`src/rtl/logic_result_queue.sv`:
```
// Registered bitwise-logic result stage: computes AND/OR/XOR/NOT and queues {result, flags} in 2 entries.
// Optional LOGIC_PARITY_EN adds a stored parity bit per entry and the out_parity port.
module logic_result_queue #(
   parameter int WIDTH = 32
) (
   input  logic             clk,
   input  logic             rst,
   input  logic             in_valid,
   output logic             in_ready,
   input  logic [WIDTH-1:0] a,
   input  logic [WIDTH-1:0] b,
   input  logic [1:0]       op,
   output logic             out_valid,
   input  logic             out_ready,
   output logic [WIDTH-1:0] out_result,
`ifdef LOGIC_PARITY_EN
   output logic             out_zero,
   output logic             out_parity
`else
   output logic             out_zero
`endif
);

   typedef enum logic [1:0] {EMPTY = 2'd0, ONE = 2'd1, FULL = 2'd2} state_t;

   typedef struct packed {
      logic [WIDTH-1:0] result;
`ifdef LOGIC_PARITY_EN
      logic             parity;
`endif
      logic             zero;
   } entry_t;

   state_t           state, state_next;
   logic             head, tail;
   entry_t           mem [2];
   entry_t           hd;
   entry_t           new_e;
   logic [WIDTH-1:0] res;
   logic             push, pop;

   assign in_ready  = (state != FULL);
   assign out_valid = (state != EMPTY);
   assign push      = in_valid && in_ready;
   assign pop       = out_valid && out_ready;

   always_comb begin
      res = '0;
      case (op)
         2'b00:   res = a & b;
         2'b01:   res = a | b;
         2'b10:   res = a ^ b;
         default: res = ~a;
      endcase
      new_e        = '0;
      new_e.result = res;
      new_e.zero   = (res == '0);
`ifdef LOGIC_PARITY_EN
      new_e.parity = ^res;
`endif
   end

   always_comb begin
      state_next = state;
      case (state)
         EMPTY:   if (push) state_next = ONE;
         ONE: begin
            if (push && !pop)      state_next = FULL;
            else if (pop && !push) state_next = EMPTY;
         end
         FULL:    if (pop) state_next = ONE;
         default: state_next = EMPTY;
      endcase
   end

   // hd mirrors the entry the head pointer will select, so outputs come straight from flops
   always_ff @(posedge clk or posedge rst) begin
      if (rst) begin
         state  <= EMPTY;
         head   <= 1'b0;
         tail   <= 1'b0;
         mem[0] <= '0;
         mem[1] <= '0;
         hd     <= '0;
      end else begin
         state <= state_next;
         if (push) begin
            mem[tail] <= new_e;
            tail      <= ~tail;
         end
         if (pop) head <= ~head;
         if (push && (state == EMPTY || (state == ONE && pop)))
            hd <= new_e;
         else if (pop && state == FULL)
            hd <= mem[~head];
      end
   end

   assign out_result = hd.result;
   assign out_zero   = hd.zero;
`ifdef LOGIC_PARITY_EN
   assign out_parity = hd.parity;
`endif

endmodule

```
`config.mk`:
```
export PLATFORM = sky130hd
export DESIGN_NAME = logic_result_queue
export DESIGN_NICKNAME = d
export VERILOG_FILES = /design/src/rtl/logic_result_queue.sv
export SDC_FILE = /design/constraint.sdc
export NUM_CORES = 1
export LEC_CHECK = 0
export ABC_AREA = 1
export CORE_ASPECT_RATIO = 2
export CORE_MARGIN = 2
export CORE_UTILIZATION = 35
export CTS_CLUSTER_SIZE = 8
export DETAILED_ROUTE_END_ITERATION = 16
export DONT_BUFFER_PORTS = 1
export GPL_TIMING_DRIVEN = 0
export PLACE_DENSITY = 0.48
export SLEW_MARGIN = 20
export SYNTH_ARGS = -nofsm -noshare
export SYNTH_HDL_FRONTEND = slang
export SYNTH_SLANG_ARGS = --single-unit
```
`constraint.sdc`:
```
create_clock -name clk -period 4.1 [get_ports clk]
set_clock_uncertainty 0.15 [all_clocks]
set_input_delay 0.41 -clock clk [delete_from_list [all_inputs] [get_ports clk]]
set_output_delay 0.41 -clock clk [all_outputs]
set_load 0.02 [all_outputs]
```
[Word-level counts from Yosys, hierarchy flattened]
Cells that the tools add are included.
Storage, ports and cells
  register bits after elaboration: 103
  bits in latches: 0
  RAM bits: 0
  ROM bits: 0
  bits of input ports: 70
  word-level logic and storage cells: 59
  memories: 0
Cells by class
  add/subtract/negate cells: 0
  multipliers: 0
  divide/modulo/power cells: 0
  order comparisons: 3
  equal/unequal tests: 8
  shift-type cells: 0
  multiplexer cells: 14
  bitwise logic cells: 8
  reduce and logical (&&, ||, !) cells: 17
Operators by type and width (number)
  33-bit 2-to-1 mux: 6
  32-bit case mux with 3 select lines: 1
  66-bit bitwise mux: 1
  33-bit demux with 1-bit select: 1
  32-bit AND: 1
  32-bit logical NOT: 1
  32-bit NOT: 1
  32-bit bitwise OR: 1
  32-bit XOR: 1
  1-bit logical AND: 8
  2-bit 2-to-1 mux: 4
  2-bit != test (second input constant): 3
  2-bit case mux with 3 select lines: 1
  2-bit by 1-bit equality test with 1-bit output (second input constant): 2
  2-bit equality test (second input constant): 2
  2-bit greater-or-equal comparator (second input constant): 2
  2-bit logical NOT: 2
  1-bit NOT with 2-bit output: 2
  2-bit nonzero test: 2
  3-bit != test (second input constant): 1
  3-bit AND reduction: 1
  1-bit logical NOT: 2
  2-bit by 1-bit < comparator with 1-bit output (second input constant): 1
  1-bit NOT: 2
  1-bit logical OR: 1

[Depth between registers and ports, before layout]
  depth in word-level cells: 7
  mapped depth: 12
  gate-level depth less buffers: 12

[Worst setup path before layout]
No wires, ideal clock.
  kind: reg-to-reg
  from: reg state[0]
  to: reg hd (netlist bit out_result[0])
  data arrival time: 1.452 ns
  required time: 3.808 ns
  setup slack: 2.356 ns
  cell stages (with the launch flop): 8
  buffers on the path: 2
  clock period less this slack: 1.744 ns
  path through: dfrtp_1 > nor2_1 > inv_1 > nor2_1 > or2_2 > clkbuf_1 > buf_2 > o221ai_1
Between the ends
  elaborated cells on any way between the ends: 13
  those cells by class: eq/ne (3); mux (1); reduce/logical (9)
RTL lines
  from (decl): line 34  | state_t state, state_next;
  from (signal assigned): line 86  | state <= state_next;
  2-bit != test (*): line 42  | assign in_ready = (state != FULL);
  named net in_ready: line 9  | output logic in_ready,
  1-bit logical AND (*): line 44  | assign push = in_valid && in_ready;
  1-bit logical AND (*): line 92  | if (push && (state == EMPTY || (state == ONE && pop)))
  33-bit 2-to-1 mux / 2-bit nonzero test (equally long branches)
  to (signal assigned): line 93  | hd <= new_e;
  to (signal assigned): line 95  | hd <= mem[~head];
  to (decl): line 37  | entry_t hd;
The timed path passes the listed nets; every way through them passes the cells marked *.
A chain may end at the register's enable or synchronous reset.

[Final worst setup path]
  from: reg state[0]
  to: reg hd (netlist bit out_result[20])
Between the ends
  cells in the longest elaborated chain, start to end: 6
  elaborated cells on any way between the ends: 13
  those cells by class: eq/ne (3); mux (1); reduce/logical (9)
RTL lines
  2-bit nonzero test: line 43  | assign out_valid = (state != EMPTY);
  1-bit logical AND: line 45  | assign pop = out_valid && out_ready;
  1-bit logical AND: line 92
  1-bit logical OR: line 92
  1-bit logical AND: line 92
  33-bit 2-to-1 mux / 2-bit nonzero test (equally long branches)
Parallel ways exist; a longest one is shown, timed or not.

==> reports/metrics.csv <==
stage;metric;value;unit
timing;Final Hold Slack;0.112;ns
cells_and_area;Layout Area Growth over Synthesis;9.84;%
clock_network;CTS root buffer;clkbuf_16;
critical_path;reg2reg path depth;5;
synth;Area contributors post-synth;dfrtp_1 (39%), nand2_1 (13%), ha_1 (12%);
worst_hold_path;Hold Crit Class;in -> reg;
worst_hold_path;Hold Crit Start;out_ready;
critical_path;FF-to-FF setup slack;1.74;ns
placed_design;Placed Area;0.00687;mm²
pwr;Peak supply drop;0.000203;V
synth;area leader, netlist;dfrtp_1;
floorplanning;initial core utilization;35.9;%
critical_path;CP startpoint;state[0];
critical_path;Setup CP Type;reg -> reg;
cells_and_area;commonest non-fill, non-tap cell in the layout;nand2_1;
synth;Netlist Area Pre-Place;0.00656;mm²
clock_network;worst skew pair latency;0.36;ns
cells_and_area;share of cells above drive strength 1;5.89;%
timing;Max-slew headroom;40.5;%
clock_network;cts repair resizes;0;
cells_and_area;Final Util;39.4;%
critical_path;Max Fanout on Critical Path;10;
worst_hold_path;Hold Path Depth;2;
global_routing;initial antenna violation count;0;
route;DR pass1 iterations;4;
global_routing;total gr overflow;0;
timing;Final setup viols;0;
route;vias per cell;5.08;
route;post-route ant nets;0;
job;max cap viols;0;
global_routing;GRT Total Usage;20.6;%
synth;Synth top area share;39.3;%
synth;Ys Warns;0;
clock_network;CTS Buf Count;9;
clock_network;CTS max path bufs;2;
clock_network;post-CTS setup repair buffer count;0;
global_routing;first-pass GRT wire length;31.1;mm
pwr;Design Power;4.39;mW
cells_and_area;Final Instance Area;0.00721;mm²
placed_design;Final HPWL DP;14.9;mm
pwr;LEAKAGE;3.73;nW
timing;fmax;0.424;GHz
critical_path;r2r endpoint;out_result[20];
floorplanning;num ports;105;
cells_and_area;most frequent cells in the layout;nand2_1 (225), inv_1 (128), dfrtp_1 (103);
global_routing;vias in the first global route;5622;
critical_path;Critical Path RT;4.15;ns
cells_and_area;antenna cells;0;
floorplanning;Core ar.;0.0183;mm²
clock_network;hold_buf cts;1;
critical_path;Critical Path Source Type;flop;
critical_path;crit-path max cell delay;0.62;ns
placed_design;GPL Wtd Cong;0.803;
synth;sequential share of the synthesized area;39.3;%
floorplanning;die area;0.0199;mm²
synth;number of distinct library cells after synthesis;27;
clock_network;htree depth;3;
clock_network;clock slew at reported path FFs;0.07;ns
clock_network;CTS tree;done;
pwr;PwrDens;610;mW/mm²
timing;max-slew violations;0;
clock_network;Sink Count;103;
floorplanning;Die X;101;µm
critical_path;RR Startpoint;state[0];
critical_path;worst-path cell chain;a211oi_2, or2_2, clkbuf_1, buf_2, o221ai_1;
critical_path;CP endpoint kind;flop;
synth;Synth Register Bits;103;
worst_hold_path;Worst Hold End;head;
synth;syn nets;966;
cells_and_area;Nets;979;
global_routing;largest net degree at the start of global routing;76;
floorplanning;# rows;70;
route;Routed WL per cell;18.2;µm
synth;Mean Syn Cell Area;7.90;µm²
run_status;run status;finished, final reports clean;
synth;synthesized instance count;831;
route;via count;5410;
timing;Worst-Margin Slew;0.893;ns
placed_design;IO Port Bufs;0;
timing;fin crit share;57.5;%
timing;RSZ-0062 raised after global routing;false;
timing;Fin. Hold Viols;0;
route;Routed Wire Length;19.4;mm
route;post-route DRC violation count;0;
route;number of DRC markers in iteration 0;223;
critical_path;Worst path slowest cell;a211oi_2;
floorplanning;Die Height;198;µm
timing;post-layout minimum cycle time;2.36;ns
critical_path;CP arrival;2.41;ns
-- cell usage after synthesis --
cell and count:
buf_1 1, o221ai_1 32, nand2_4 1, nor2_1 20
o211ai_1 1, xor2_1 1, nand2_1 225, nand3_1 75
buf_4 4, nor2_2 5, mux2i_1 32, inv_2 1
or2_2 1, o21ai_0 79, inv_4 1, o32ai_1 1
o21ai_1 9, clkbuf_1 22, ha_1 65, a211oi_2 1
buf_6 2, nand2_2 1, nand3b_1 4, inv_1 129
nand3_2 1, buf_2 14, dfrtp_1 103
-- flip-flops by register name, summed over array words and instances, names as in the netlist --
name	cells
mem	66
out_result	32
state	2
head	1
out_zero	1
tail	1
-- logic make-up after synthesis --
logic type	Yosys count	synth area share (%)
xor+xnor	1	0.133
simple gates	333	21.2
compound gates	123	11.4
mux	32	4.88
buf+inv	174	10.7
fa+ha+maj	65	12.4
flops	103	39.3
-- metrics by stage --
step | setup slack (ns) | std cells | setup TNS, ns
after floorplan | 0.836 | 831 | 0
after CTS | 1.67 | 1065 | 0
final | 1.74 | 1065 | 0
after global routing | 1.58 | 1065 | 0
after detailed placement | 1.67 | 1048 | 0
after global placement | -0.584 | 1047 | -58.70
-- how the worst max path moves through the flow --
stage                                end  slack [ns]  cells past startpoint
after global routing      out_result[20]        1.58                      5
after detailed placement        out_zero        1.67                     11
after global placement    out_result[12]       -0.58                      1
after CTS                 out_result[20]        1.67                      5
after floorplan                     head        0.84                      1
final                     out_result[20]        1.74                      5
-- critical path: cells and delay by family, from the launching register on --
kind / cells / cell delay [ns]
buf+inv: 2 / 0.62
flops: 1 / 0.44
compound gates: 2 / 0.78
simple gates: 1 / 0.22
-- final cells by class --
type	instances	area [µm²]
multi-input cells	554	3280
well taps	216	270
inverters	131	499
plain buffers	43	209
repair buffers	2	37.5
clock buffers	11	253
fillers	1952	11100
clock inverters	5	80.1
flip-flops and latches	103	2580
-- per-layer routing --
metal,GRT usage [%],vias up,share of wire [%]
li1,-,2707,-
met1,24.7,2566,41
met2,36.8,119,52
met3,3.04,18,4.4
met4,7.20,0,2.0
met5,0,-,0
-- power by group --
group,internal (mW),switching (mW),total (mW)
Sequential,1.48,0.489,1.97
Combinational,0.538,0.918,1.46
Clock,0.568,0.396,0.964
Note: power is estimated with default switching activity, not from simulation.
